### src/rtl/data_mem_ctrl_pkg.sv
// data_mem_ctrl_pkg: shared widths, access codes and state encodings for the
// byte-serial data memory controller.
package data_mem_ctrl_pkg;

    localparam int DATA_BUS_W      = 32;
    localparam int DATA_ADDR_BUS_W = 32;

    // Access direction on LSRW
    localparam logic LS_READ  = 1'b0;
    localparam logic LS_WRITE = 1'b1;

    // Generic strobe levels
    localparam logic ENABLE  = 1'b1;
    localparam logic DISABLE = 1'b0;

    // Size codes on LSlen (both 10 and 11 mean a 4-byte access)
    localparam logic [1:0] LEN_BYTE = 2'b00;
    localparam logic [1:0] LEN_HALF = 2'b01;

    typedef enum logic [1:0] {
        DMC_IDLE      = 2'd0,
        DMC_WRITE     = 2'd1,
        DMC_READ      = 2'd2,
        DMC_READ_TAIL = 2'd3
    } dmc_state_t;

    // Index of the last byte of an access (N-1)
    function automatic logic [1:0] last_idx(input logic [1:0] len);
        case (len)
            LEN_BYTE: last_idx = 2'd0;
            LEN_HALF: last_idx = 2'd1;
            default:  last_idx = 2'd3;
        endcase
    endfunction

    // True when the address is not a multiple of the access size
    function automatic logic is_misaligned(input logic [1:0] addr_lo, input logic [1:0] len);
        case (len)
            LEN_BYTE: is_misaligned = 1'b0;
            LEN_HALF: is_misaligned = addr_lo[0];
            default:  is_misaligned = |addr_lo;
        endcase
    endfunction

endpackage

### src/rtl/data_mem_ctrl_if.sv
// data_mem_ctrl_if: load/store request bus plus the byte-wide RAM port.
//
// Handshake: dataEn is the request valid and LSfree the ready; a request is
// transferred on a posedge where both are 1. The controller then owns the RAM
// port until it raises LSoutEn for exactly one cycle; Ldata and misAlign are
// meaningful only in that cycle. LSfree is 1 again in the LSoutEn cycle, so
// a new request may be transferred on the edge that ends it.
interface data_mem_ctrl_if;
    import data_mem_ctrl_pkg::*;

    logic                       dataEn;
    logic                       LSRW;
    logic [DATA_ADDR_BUS_W-1:0] dataAddr;
    logic [1:0]                 LSlen;
    logic [DATA_BUS_W-1:0]      Sdata;
    logic                       LSoutEn;
    logic [DATA_BUS_W-1:0]      Ldata;
    logic                       LSfree;
    logic [7:0]                 memIn;
    logic [7:0]                 memOut;
    logic [DATA_ADDR_BUS_W-1:0] memAddr;
    logic                       memWr;
    logic                       misAlign;

    // Controller side
    modport slave (
        input  dataEn, LSRW, dataAddr, LSlen, Sdata, memIn,
        output LSoutEn, Ldata, LSfree, memOut, memAddr, memWr, misAlign
    );

    // Load/store unit and RAM side
    modport master (
        output dataEn, LSRW, dataAddr, LSlen, Sdata, memIn,
        input  LSoutEn, Ldata, LSfree, memOut, memAddr, memWr, misAlign
    );

endinterface

### src/rtl/data_mem_ctrl.sv
// data_mem_ctrl: serialises 1/2/4-byte loads and stores onto a byte-wide
// synchronous RAM (read data returns one cycle after the address).
// Optional feature: define DMC_ALIGN_CHECK_EN to flag misaligned accesses on
// misAlign alongside LSoutEn; otherwise misAlign is tied to 0.
module data_mem_ctrl
    import data_mem_ctrl_pkg::*;
(
    input  logic              clk,
    input  logic              rst,
    data_mem_ctrl_if.slave    ls,
    output dmc_state_t        dbg_state
);

    dmc_state_t                 state_q, state_n;
    logic [1:0]                 k_q, k_n;
    logic [1:0]                 last_q, last_n;
    logic [23:0]                sdata_hi_q, sdata_hi_n;
    logic [DATA_ADDR_BUS_W-1:0] addr_q, addr_n;
    logic                       wr_q, wr_n;
    logic [7:0]                 out_q, out_n;
    logic [DATA_BUS_W-1:0]      ldata_q, ldata_n;
    logic                       done_q, done_n;

    // State and all registered outputs; reset aborts any access in flight
    always_ff @(posedge clk or posedge rst) begin
        if (rst) begin
            state_q    <= DMC_IDLE;
            k_q        <= 2'd0;
            last_q     <= 2'd0;
            sdata_hi_q <= 24'h0;
            addr_q     <= '0;
            wr_q       <= DISABLE;
            out_q      <= 8'h00;
            ldata_q    <= '0;
            done_q     <= 1'b0;
        end else begin
            state_q    <= state_n;
            k_q        <= k_n;
            last_q     <= last_n;
            sdata_hi_q <= sdata_hi_n;
            addr_q     <= addr_n;
            wr_q       <= wr_n;
            out_q      <= out_n;
            ldata_q    <= ldata_n;
            done_q     <= done_n;
        end
    end

    // Next state, byte steering and RAM port values for the coming cycle
    always_comb begin
        state_n    = state_q;
        k_n        = k_q;
        last_n     = last_q;
        sdata_hi_n = sdata_hi_q;
        addr_n     = addr_q;
        wr_n       = DISABLE;
        out_n      = 8'h00;
        ldata_n    = ldata_q;
        done_n     = 1'b0;

        case (state_q)
            DMC_IDLE: begin
                addr_n = '0;
                k_n    = 2'd0;
                if (ls.dataEn == ENABLE) begin
                    last_n     = last_idx(ls.LSlen);
                    sdata_hi_n = ls.Sdata[31:8];
                    addr_n     = ls.dataAddr;
                    // Stores report zero; loads build up from zero
                    ldata_n    = '0;
                    if (ls.LSRW == LS_READ) begin
                        state_n = DMC_READ;
                    end else begin
                        state_n = DMC_WRITE;
                        wr_n    = ENABLE;
                        out_n   = ls.Sdata[7:0];
                    end
                end
            end

            DMC_WRITE: begin
                if (k_q == last_q) begin
                    state_n = DMC_IDLE;
                    addr_n  = '0;
                    k_n     = 2'd0;
                    done_n  = 1'b1;
                end else begin
                    k_n    = k_q + 2'd1;
                    addr_n = addr_q + 32'd1;
                    wr_n   = ENABLE;
                    case (k_n)
                        2'd1:    out_n = sdata_hi_q[7:0];
                        2'd2:    out_n = sdata_hi_q[15:8];
                        default: out_n = sdata_hi_q[23:16];
                    endcase
                end
            end

            DMC_READ: begin
                // memIn now carries the byte addressed one cycle earlier
                case (k_q)
                    2'd1:    ldata_n[7:0]   = ls.memIn;
                    2'd2:    ldata_n[15:8]  = ls.memIn;
                    2'd3:    ldata_n[23:16] = ls.memIn;
                    default: ;
                endcase
                if (k_q == last_q) begin
                    // Hold the address; the final byte arrives next cycle
                    state_n = DMC_READ_TAIL;
                end else begin
                    k_n    = k_q + 2'd1;
                    addr_n = addr_q + 32'd1;
                end
            end

            DMC_READ_TAIL: begin
                case (last_q)
                    2'd0:    ldata_n = {24'h0, ls.memIn};
                    2'd1:    ldata_n = {16'h0, ls.memIn, ldata_q[7:0]};
                    default: ldata_n = {ls.memIn, ldata_q[23:0]};
                endcase
                state_n = DMC_IDLE;
                addr_n  = '0;
                k_n     = 2'd0;
                done_n  = 1'b1;
            end

            default: begin
                state_n = DMC_IDLE;
                addr_n  = '0;
                k_n     = 2'd0;
            end
        endcase
    end

`ifdef DMC_ALIGN_CHECK_EN
    logic mis_lat_q;
    logic mis_q;

    // Capture alignment at request time and present it with the completion pulse
    always_ff @(posedge clk or posedge rst) begin
        if (rst) begin
            mis_lat_q <= 1'b0;
            mis_q     <= 1'b0;
        end else begin
            if (state_q == DMC_IDLE && ls.dataEn == ENABLE) begin
                mis_lat_q <= is_misaligned(ls.dataAddr[1:0], ls.LSlen);
            end
            mis_q <= done_n & mis_lat_q;
        end
    end

    assign ls.misAlign = mis_q;
`else
    assign ls.misAlign = 1'b0;
`endif

    assign ls.LSoutEn = done_q;
    assign ls.Ldata   = ldata_q;
    assign ls.LSfree  = (state_q == DMC_IDLE);
    assign ls.memOut  = out_q;
    assign ls.memAddr = addr_q;
    assign ls.memWr   = wr_q;
    assign dbg_state  = state_q;

endmodule
### src/flat_wrapper.sv
// flat-port wrapper written by rule: the top's interface ports become plain ports
module data_mem_ctrl_flat import data_mem_ctrl_pkg::*;
  (clk, rst, dbg_state, ls_dataEn, ls_LSRW, ls_dataAddr, ls_LSlen, ls_Sdata, ls_memIn, ls_LSoutEn, ls_Ldata, ls_LSfree, ls_memOut, ls_memAddr, ls_memWr, ls_misAlign);
  data_mem_ctrl_if ls_i ();
  input  logic clk;
  input  logic rst;
  output dmc_state_t dbg_state;
  input wire logic [$bits(ls_i.dataEn)-1:0] ls_dataEn;
  input wire logic [$bits(ls_i.LSRW)-1:0] ls_LSRW;
  input wire logic [$bits(ls_i.dataAddr)-1:0] ls_dataAddr;
  input wire logic [$bits(ls_i.LSlen)-1:0] ls_LSlen;
  input wire logic [$bits(ls_i.Sdata)-1:0] ls_Sdata;
  input wire logic [$bits(ls_i.memIn)-1:0] ls_memIn;
  output wire logic [$bits(ls_i.LSoutEn)-1:0] ls_LSoutEn;
  output wire logic [$bits(ls_i.Ldata)-1:0] ls_Ldata;
  output wire logic [$bits(ls_i.LSfree)-1:0] ls_LSfree;
  output wire logic [$bits(ls_i.memOut)-1:0] ls_memOut;
  output wire logic [$bits(ls_i.memAddr)-1:0] ls_memAddr;
  output wire logic [$bits(ls_i.memWr)-1:0] ls_memWr;
  output wire logic [$bits(ls_i.misAlign)-1:0] ls_misAlign;
  assign ls_i.dataEn = ls_dataEn;
  assign ls_i.LSRW = ls_LSRW;
  assign ls_i.dataAddr = ls_dataAddr;
  assign ls_i.LSlen = ls_LSlen;
  assign ls_i.Sdata = ls_Sdata;
  assign ls_i.memIn = ls_memIn;
  assign ls_LSoutEn = ls_i.LSoutEn;
  assign ls_Ldata = ls_i.Ldata;
  assign ls_LSfree = ls_i.LSfree;
  assign ls_memOut = ls_i.memOut;
  assign ls_memAddr = ls_i.memAddr;
  assign ls_memWr = ls_i.memWr;
  assign ls_misAlign = ls_i.misAlign;
  data_mem_ctrl u_core (.clk(clk), .rst(rst), .ls(ls_i), .dbg_state(dbg_state));
endmodule
### config.mk
export PLATFORM = sky130hd
export DESIGN_NAME = data_mem_ctrl_flat
export DESIGN_NICKNAME = d
export VERILOG_FILES = /design/src/rtl/data_mem_ctrl_pkg.sv /design/src/rtl/data_mem_ctrl_if.sv /design/src/rtl/data_mem_ctrl.sv /design/src/flat_wrapper.sv
export SDC_FILE = /design/constraint.sdc
export NUM_CORES = 1
export LEC_CHECK = 0
export ABC_CLOCK_PERIOD_IN_PS = 9300
export CORE_AREA = 2 2 105 107
export CTS_CLUSTER_DIAMETER = 80
export DETAILED_ROUTE_END_ITERATION = 12
export DIE_AREA = 0 0 107 109
export PLACE_DENSITY = 0.81
export SETUP_SLACK_MARGIN = 0.15
export SLEW_MARGIN = 20
export SYNTH_ARGS = -nofsm -noshare
export SYNTH_HDL_FRONTEND = slang
export SYNTH_SLANG_ARGS = --single-unit
### constraint.sdc
create_clock -name clk -period 9.3 [get_ports clk]
set_input_delay 2.79 -clock clk [delete_from_list [all_inputs] [get_ports clk]]
set_output_delay 2.79 -clock clk [all_outputs]
set_load 0.1 [all_outputs]
==> metrics.yaml, run 1 <==
final_area_um2: 6990
cp.required_ns: 6.51
worstSetupStartpointType: "flop"
end_kind: "output port"
ant_nets: 0
avgSynthCellArea_um2: 9.52
synthCells: 543
grt_pass1_vias: 4599
area_growth_pct: 35.2
wl_per_cell_um: 17.4
hpwlAfterDp_um: 10300
worstPathMaxFanout: 25
synth_area_um2: 5170
synth_edf_count: 0
fin_crit_sh_pct: 57.1
cp_top_family: "buffers and inverters"
dr.pass1.iters: 5
worstHoldPathType: "flop to flop"
status: "completed"
cts_buffers: 9
max_freq_mhz: 188
drt_wl_total_um: 14400
gr-total-overflow: 0
max_stage_delay_ns: 1.29
grt_max_degree: 67
nets: 766
die_y_um: 109
critPathSlowestCell: "clkdlybuf4s50_1"
worst_pin_slew_ns: 1.03
antenna_cells_inserted: 0
grtUsageTotal_pct: 25.1
async_reset_ff_share_pct: 100
syn_nets: 627
crit_arrival_ns: 2.52
core-area_um2: 10600
hold_violations: 0
cts_tree: "done"
finalWeightedCongestion: 0.862
clockRootBuffer: "clkbuf_8"
ys_types: 57
drc_errors: 0
finalClockSkew_ns: 0.0142
holdBufCountCts: 0
cts_setup_buffers: 0
cts_resized: 0
drv_cap: 0
layout_min_cycle_time_ns: 5.31
ctsHtreeMaxLevel: 3
yosysSeqAreaShare_pct: 50.3
postPlaceCellArea_um2: 6800
clock_path_buffers: 2
die_w_um: 107
rsz0062_at_grt: "false"
finalCoreUtilization_pct: 65.9
fp-row-count: 38
worst-setup-path-type: "flop to output port"
grt_pass1_wl_um: 23000
setup-violations-final: 0
ys_ff_latch: 104
drtIter0Drc: 342
maxSlewViolCount: 0
crit_buf_inv: 1
insertion_delay_ns: 0.38
grt_antenna_before_repair: 0
relSlewSlack_pct: 31.3
die_area_um2: 11700
yosysWarnings: 0
cp_cell_sequence: "clkdlybuf4s50_1"
setup_tns_ns: 0
io_buffers: 154
layout.cells.non_filler: 827
ys.flop_type: "dfrtp_1"
via_per_inst: 5.79
drive_gt1_share_pct: 8.15
cts.sinks: 104
pin_count: 156
placed_cells_incl_taps: 811
path_clk_slew_ns: 0.10
initial_core_util_pct: 48.8
dr_total_vias: 4789
flip-flops by register name, summed over array words and instances, names as in the netlist:
name               cells
u_core.last_q          2
u_core.ls.LSoutEn      1
u_core.ls.memWr        1
u_core.dbg_state       2
u_core.k_q             2
u_core.ls.memAddr     32
u_core.ls.memOut       8
u_core.ls.Ldata       32
u_core.sdata_hi_q     24
placed cells by master (no fill, tap or decap), types with 3 or more instances in the layout:
cell type,n
a21oi_1,39
ha_1,6
o31ai_1,4
nor2b_1,3
xnor2_1,4
o211ai_1,4
a22o_1,20
nand2b_1,3
a21o_1,4
buf_4,4
o31a_1,3
and3_1,5
o311ai_0,4
dfrtp_1,104
o21ai_0,47
clkinvlp_4,4
inv_1,28
a22oi_1,8
clkdlybuf4s50_1,154
or3_1,4
nor2_1,29
o22ai_1,7
nand4_1,13
a32oi_1,3
nor3_1,12
nand2_1,60
nand3_1,35
and2_1,4
mux2_2,25
clkbuf_8,9
layer usage:
metal	vias to the layer above	wire length (um)	track usage (%)	share of wire [%]
met5	-	0	0	0
met3	27	891	3.71	6.2
met4	0	347	10.3	2.4
met2	220	7140	42.3	49
met1	2312	6050	32.6	42
li1	2230	-	-	-
stage by stage:
| stage | setup slack (ns) | hold WS (ns) |
|---|---|---|
| 3_5_place_dp | 4.42 | 0.472 |
| 5_1_grt | 3.92 | 0.522 |
| 6_report | 3.99 | 0.490 |
| 4_1_cts | 4.00 | 0.494 |
| 3_3_place_gp | 4.44 | 0.461 |
| 2_1_floorplan | 3.78 | 0.481 |
kinds of logic (layout without fill, tap and decap cells):
logic type / after synthesis / in the layout / synth area share (%)
buffers and inverters: 59 / 203 / 4.50
other: 1 / 1 / 0.0725
muxes: 26 / 26 / 5.64
DFF: 104 / 104 / 50.3
AOI/OAI and AO/OA: 160 / 160 / 19.9
adders and majority gates: 6 / 6 / 1.45
xor gates and xnor gates: 6 / 6 / 1.02
and+or+nand+nor: 181 / 181 / 17.1
area by class of cell:
cell class                 instances  area [um2]
clock buffer                       9         124
fill                             863        3610
timing repair buffer             158        1570
tap                              140         175
inverter                          29         111
sequential                       104        2600
clock inverter                     7        56.3
multi-input combinational        380        2350
cells in the mapped netlist (all sizes together) (4+ instances only):
master    n  area (um2)
dfrtp   104        2600
nand2    60         225
o21ai    48         240
a21oi    40         204
nand3    36         185
nor2     31         119
inv      29         109
mux2     25         282
a22o     20         175
clkbuf   19        71.3
nand4    14        93.8
nor3     12        60.1
buf      11        52.6
a22oi     8        60.1
o22ai     7        43.8
ha        6        75.1
and2      5        31.3
and3      5        31.3
a21o      4        30.0
o211ai    4        30.0
o311ai    4        35.0
o31ai     4        30.0
or3       4        25.0
xnor2     4        35.0
path summary, 6_finish.rpt:
check	cells after the start	slack, ns	start	to
max	1	3.99	u_core.dbg_state[0]	dbg_state[0]
min	2	0.49	u_core.ls.Ldata[7]	u_core.ls.Ldata[7]
max reg2reg	5	6.28	u_core.dbg_state[1]	u_core.ls.memAddr[28]
min reg2reg	2	0.49	u_core.ls.Ldata[7]	u_core.ls.Ldata[7]
max in group asynchronous	3	5.28	rst	u_core.ls.Ldata[16]
min in group asynchronous	2	2.78	rst	u_core.ls.memOut[4]
Power of run 1 is not shown: default switching activity piles up to over one toggle a cycle in this logic, so the estimate is an artifact.
==> run 2: changes to the inputs <==
Settings changed: ABC_CLOCK_PERIOD_IN_PS 9300 to 5200, CORE_AREA 2 2 105 107 to 2 2 108 110, DIE_AREA 0 0 107 109 to 0 0 110 112, PLACE_DENSITY 0.81 to 0.77.
Clock period 9.3 ns to 5.2 ns, I/O delays scaled along.
==> run 2 against run 1 <==
Setup slack got worse by 2.8 ns. Sequential share of layout area shrank 0.67 points. Die area increased by 5.6%. Clock skew down 0.0044 ns. Largest cell class unchanged. Global-route usage fell by 1.0 points.
==> metrics.yaml, run 2 (same netlist as run 1, synthesis figures left out) <==
status: "completed"  # unchanged
die_w_um: 110  # was 107 um
initial_core_util_pct: 46.3  # was 48.8%
worstHoldPathType: "flop to flop"  # unchanged
layout_common_cells: "clkdlybuf4s50_1, dfrtp_1, nand2_1"  # unchanged
end_kind: "output port"  # unchanged
cp.required_ns: 3.64  # was 6.51 ns
nets: 767  # was 766
drtIter0Drc: 356  # was 342
cts_buffers: 9  # unchanged
antenna_cells_inserted: 0  # unchanged
grt_antenna_before_repair: 0  # unchanged
wl_per_cell_um: 17.6  # was 17.4 um
via_per_inst: 5.82  # was 5.79
rsz0062_at_grt: "false"  # unchanged
io_buffers: 154  # unchanged
register_area_um2: 2600  # unchanged
fillCellCount: 927  # was 863
grt_pass1_vias: 4582  # was 4,599
insertion_delay_ns: 0.34  # was 0.38 ns
grt_pass1_wl_um: 23200  # was 23,000 um
clock_path_buffers: 2  # unchanged
finalClockSkew_ns: 0.00983  # was 0.0142 ns
mostFrequentLayoutCell: "clkdlybuf4s50_1"  # unchanged
ant_nets: 0  # unchanged
cts_setup_buffers: 0  # unchanged
die_y_um: 112  # was 109 um
multi_input_area_um2: 2350  # about the same
core-area_um2: 11200  # was 10,600 um2
worstSetupStartpointType: "flop"  # unchanged
setup_tns_ns: 0  # unchanged
drive_gt1_share_pct: 8.30  # was 8.15%
holdBufCountCts: 0  # unchanged
grt_max_degree: 43  # was 67
cts.sinks: 104  # unchanged
crit_arrival_ns: 2.47  # was 2.52 ns
drc_errors: 0  # unchanged
cts_resized: 0  # unchanged
layout_min_cycle_time_ns: 4.03
dr.pass1.iters: 4  # was 5
finalWeightedCongestion: 0.836  # was 0.862
fp-row-count: 39  # was 38
cts_tree: "done"  # unchanged
worst_pin_slew_ns: 1.05  # was 1.03 ns
worst-setup-path-type: "flop to output port"  # unchanged
area_growth_pct: 37.6  # was 35.2%
setup-violations-final: 0  # unchanged
path_clk_slew_ns: 0.07  # was 0.10 ns
pin_count: 156  # unchanged
dr_total_vias: 4828  # was 4,789
worstPathMaxFanout: 24  # was 25
grtUsageTotal_pct: 24.0  # was 25.1%
setup_slack_ns: 1.17  # was 3.99 ns
die_area_um2: 12300  # was 11,700 um2
clockRootBuffer: "clkbuf_16"  # was clkbuf_8
maxSlewViolCount: 0  # unchanged
ctsHtreeMaxLevel: 3  # unchanged
relSlewSlack_pct: 29.2  # was 31.3%
hpwlAfterDp_um: 10500  # was 10,300 um
fin_crit_sh_pct: 77.5
gr-total-overflow: 0  # unchanged
hold_violations: 0  # unchanged
max_freq_mhz: 248
place_ws_ns: 1.42  # was 4.42 ns
drv_cap: 0  # unchanged
drt_wl_total_um: 14600  # was 14,400 um
## run 2: worst paths after layout
path	cells past startpoint	end	slack (ns)	from
setup / recovery	2	ls_LSfree	1.17	u_core.dbg_state[1]
hold / removal	2	u_core.ls.Ldata[6]	0.50	u_core.ls.Ldata[6]
setup reg to reg	5	u_core.ls.memAddr[28]	2.15	u_core.dbg_state[1]
hold reg to reg	2	u_core.ls.Ldata[6]	0.50	u_core.ls.Ldata[6]
max in group asynchronous	3	u_core.sdata_hi_q[19]	2.72	rst
min in group asynchronous	2	u_core.ls.Ldata[8]	1.62	rst
## run 2: worst max-delay path, cell delays in order, from the launching register on
cell	delay, ns
dfrtp_1	0.63
nor2_1	0.28
clkdlybuf4s50_1	1.20
## run 2: area by class of cell
class / count / area share [%]
well taps: 143 / 2.51
multi-input cells: 380 / 33.1
repair buffers: 159 / 22.4
flip-flops and latches: 104 / 36.6
clock buffers: 9 / 3.16
clock inverters: 6 / 0.756
inverters: 29 / 1.56
## run 2: layer usage
metal	part of all wire, %	track usage [%]	up-vias
met5	0	0	-
met4	2.5	8.78	0
met3	6.4	3.28	33
met2	49	38.0	222
met1	43	33.6	2341
li1	-	-	2232
## run 2: stage by stage
step	hold WS, ns	util, %	area, um2	cells
2_1_floorplan	0.481	-	5170	543
5_1_grt	0.522	63.7	7120	830
6_report	0.496	63.7	7120	830
4_1_cts	0.499	63.7	7110	830
3_5_place_dp	0.483	61.2	6830	815
3_3_place_gp	0.467	61.2	6830	815
Power of run 2 is left out for the same reason.
==> run 3: changes to the inputs <==
Settings changed: ABC_CLOCK_PERIOD_IN_PS 5200 to 3500, CORE_AREA 2 2 108 110 to 2 2 113 115, DIE_AREA 0 0 110 112 to 0 0 115 117, PLACE_DENSITY 0.77 to 0.74.
Clock period 5.2 ns to 3.5 ns, I/O delays scaled along.
==> run 3 against run 2 <==
Register-to-register slack worse by 1.4 ns. Critical path depth up 3. First-iteration DRC count decreased by 6.2%. Core utilization decreased by 6.6 points. Worst hold slack better by 0.0012 ns. Sequential share of layout area is 0.43 points higher. Non-clock buffer count grew 10. Critical path type is now flop to flop.
==> metrics.yaml, run 3 (same netlist as run 1, synthesis figures left out) <==
status: "completed"  # unchanged
io_buffers: 154  # unchanged
worstSetupStartpointType: "flop"  # unchanged
path_clk_slew_ns: 0.07  # about the same
drc_errors: 0  # unchanged
clock_path_buffers: 2  # unchanged
max_freq_mhz: 367
nets: 777  # was 767
cts.sinks: 104  # unchanged
cts_setup_buffers: 0  # unchanged
die_w_um: 115  # was 110 um
via_per_inst: 5.76  # was 5.82
cp.required_ns: 3.74  # was 3.64 ns
ctsHtreeMaxLevel: 3  # unchanged
cts_buffers: 9  # unchanged
dr.pass1.iters: 5  # was 4
die_y_um: 117  # was 112 um
drt_wl_total_um: 15100  # was 14,600 um
fp-row-count: 41  # was 39
max_stage_delay_ns: 0.79  # was 1.20 ns
end_kind: "flop"  # was output port
core-area_um2: 12300  # was 11,200 um2
grt_antenna_before_repair: 0  # unchanged
postPlaceCellArea_um2: 6750  # was 6830 um2
crit_arrival_ns: 2.97  # was 2.47 ns
worst-setup-path-type: "flop to flop"  # was flop to output port
grt_max_degree: 40  # was 43
hold_violations: 0  # unchanged
dr_total_vias: 4876  # was 4,828
finalWeightedCongestion: 0.867  # was 0.836
worstHoldPathType: "flop to flop"  # unchanged
worstPathMaxFanout: 16  # was 24
finalClockSkew_ns: 0.00617  # was 0.00983 ns
cp_cell_sequence: "xnor2_1, nand2_1, a21oi_2, o31ai_1, a22o_1"  # was nor2_1, clkdlybuf4s50_1
layout_common_cells: "dfrtp_1, buf_4, clkdlybuf4s50_1"  # was clkdlybuf4s50_1, dfrtp_1, nand2_1
hpwlAfterDp_um: 10900  # was 10,500 um
worstRegToRegCells: 5  # unchanged
pin_count: 156  # unchanged
grt_pass1_vias: 4816  # was 4,582
grt_pass1_wl_um: 24100  # was 23,200 um
drtIter0Drc: 334  # was 356
wl_per_cell_um: 17.9  # was 17.6 um
fin_crit_sh_pct: 77.9
ant_nets: 0  # unchanged
clockRootBuffer: "clkbuf_16"  # unchanged
cts_resized: 0  # unchanged
gr-total-overflow: 0  # unchanged
setup-violations-final: 0  # unchanged
drive_gt1_share_pct: 20.4  # was 8.30%
fillCellCount: 1101  # was 927
critPathSlowestCell: "a21oi_2"  # was clkdlybuf4s50_1
area_growth_pct: 36.1  # was 37.6%
final_area_um2: 7040  # was 7120 um2
maxSlewViolCount: 0  # unchanged
setup_tns_ns: 0  # unchanged
grtUsageTotal_pct: 22.8  # was 24.0%
worst_pin_slew_ns: 0.861  # was 1.05 ns
initial_core_util_pct: 42.0  # was 46.3%
relSlewSlack_pct: 42.6  # was 29.2%
hold_depth: 2  # unchanged
rsz0062_at_grt: "false"  # unchanged
holdBufCountCts: 0  # unchanged
drv_cap: 0  # unchanged
insertion_delay_ns: 0.35  # was 0.34 ns
mostFrequentLayoutCell: "dfrtp_1"  # was clkdlybuf4s50_1
cts_tree: "done"  # unchanged
layout_min_cycle_time_ns: 2.73
antenna_cells_inserted: 0  # unchanged
die_area_um2: 13500  # was 12,300 um2
## run 3: routing by layer
layer	global-route usage, %	part of all wire (%)	vias to the layer above	wire, um
met5	0	0	-	0
met4	7.47	2.1	0	323
met3	4.27	5.9	30	899
met2	37.5	48	191	7260
met1	30.8	44	2395	6660
li1	-	-	2260	-
## run 3: final timing paths
path / start / to / slack [ns]
setup / recovery: u_core.last_q[1] / u_core.ls.memAddr[9] / 0.77
hold / removal: u_core.ls.Ldata[4] / u_core.ls.Ldata[4] / 0.50
setup reg to reg: u_core.last_q[1] / u_core.ls.memAddr[9] / 0.77
hold reg to reg: u_core.ls.Ldata[4] / u_core.ls.Ldata[4] / 0.50
max in group asynchronous: rst / u_core.ls.memAddr[17] / 1.73
min in group asynchronous: rst / u_core.ls.memOut[7] / 1.15
## run 3: area by class of cell
type | count | area [um2] | area share [%]
multi-input cells | 380 | 2350 | 33.3
clock buffers | 11 | 233 | 3.31
inverters | 29 | 113 | 1.60
repair buffers | 169 | 1500 | 21.3
well taps | 150 | 188 | 2.67
flip-flops and latches | 104 | 2600 | 37.0
clock inverters | 4 | 55.1 | 0.783
## run 3: critical path, delay by kind of cell, from the launching register on
kind	cells	cell delay [ns]
simple gates	1	0.37
xor+xnor	1	0.45
compound gates	3	1.25
flops	1	0.55
## run 3: metrics by stage
step | worst slack, ns | hold slack [ns] | instances | util (%)
6_report | 0.772 | 0.498 | 847 | 57.1
5_1_grt | 0.581 | 0.530 | 847 | 57.1
4_1_cts | 0.808 | 0.500 | 847 | 57.1
3_5_place_dp | 0.444 | 0.485 | 832 | 54.8
3_3_place_gp | 0.543 | 0.472 | 832 | 54.8
2_1_floorplan | 0.514 | 0.481 | 543 | -
Power of run 3 is left out for the same reason.
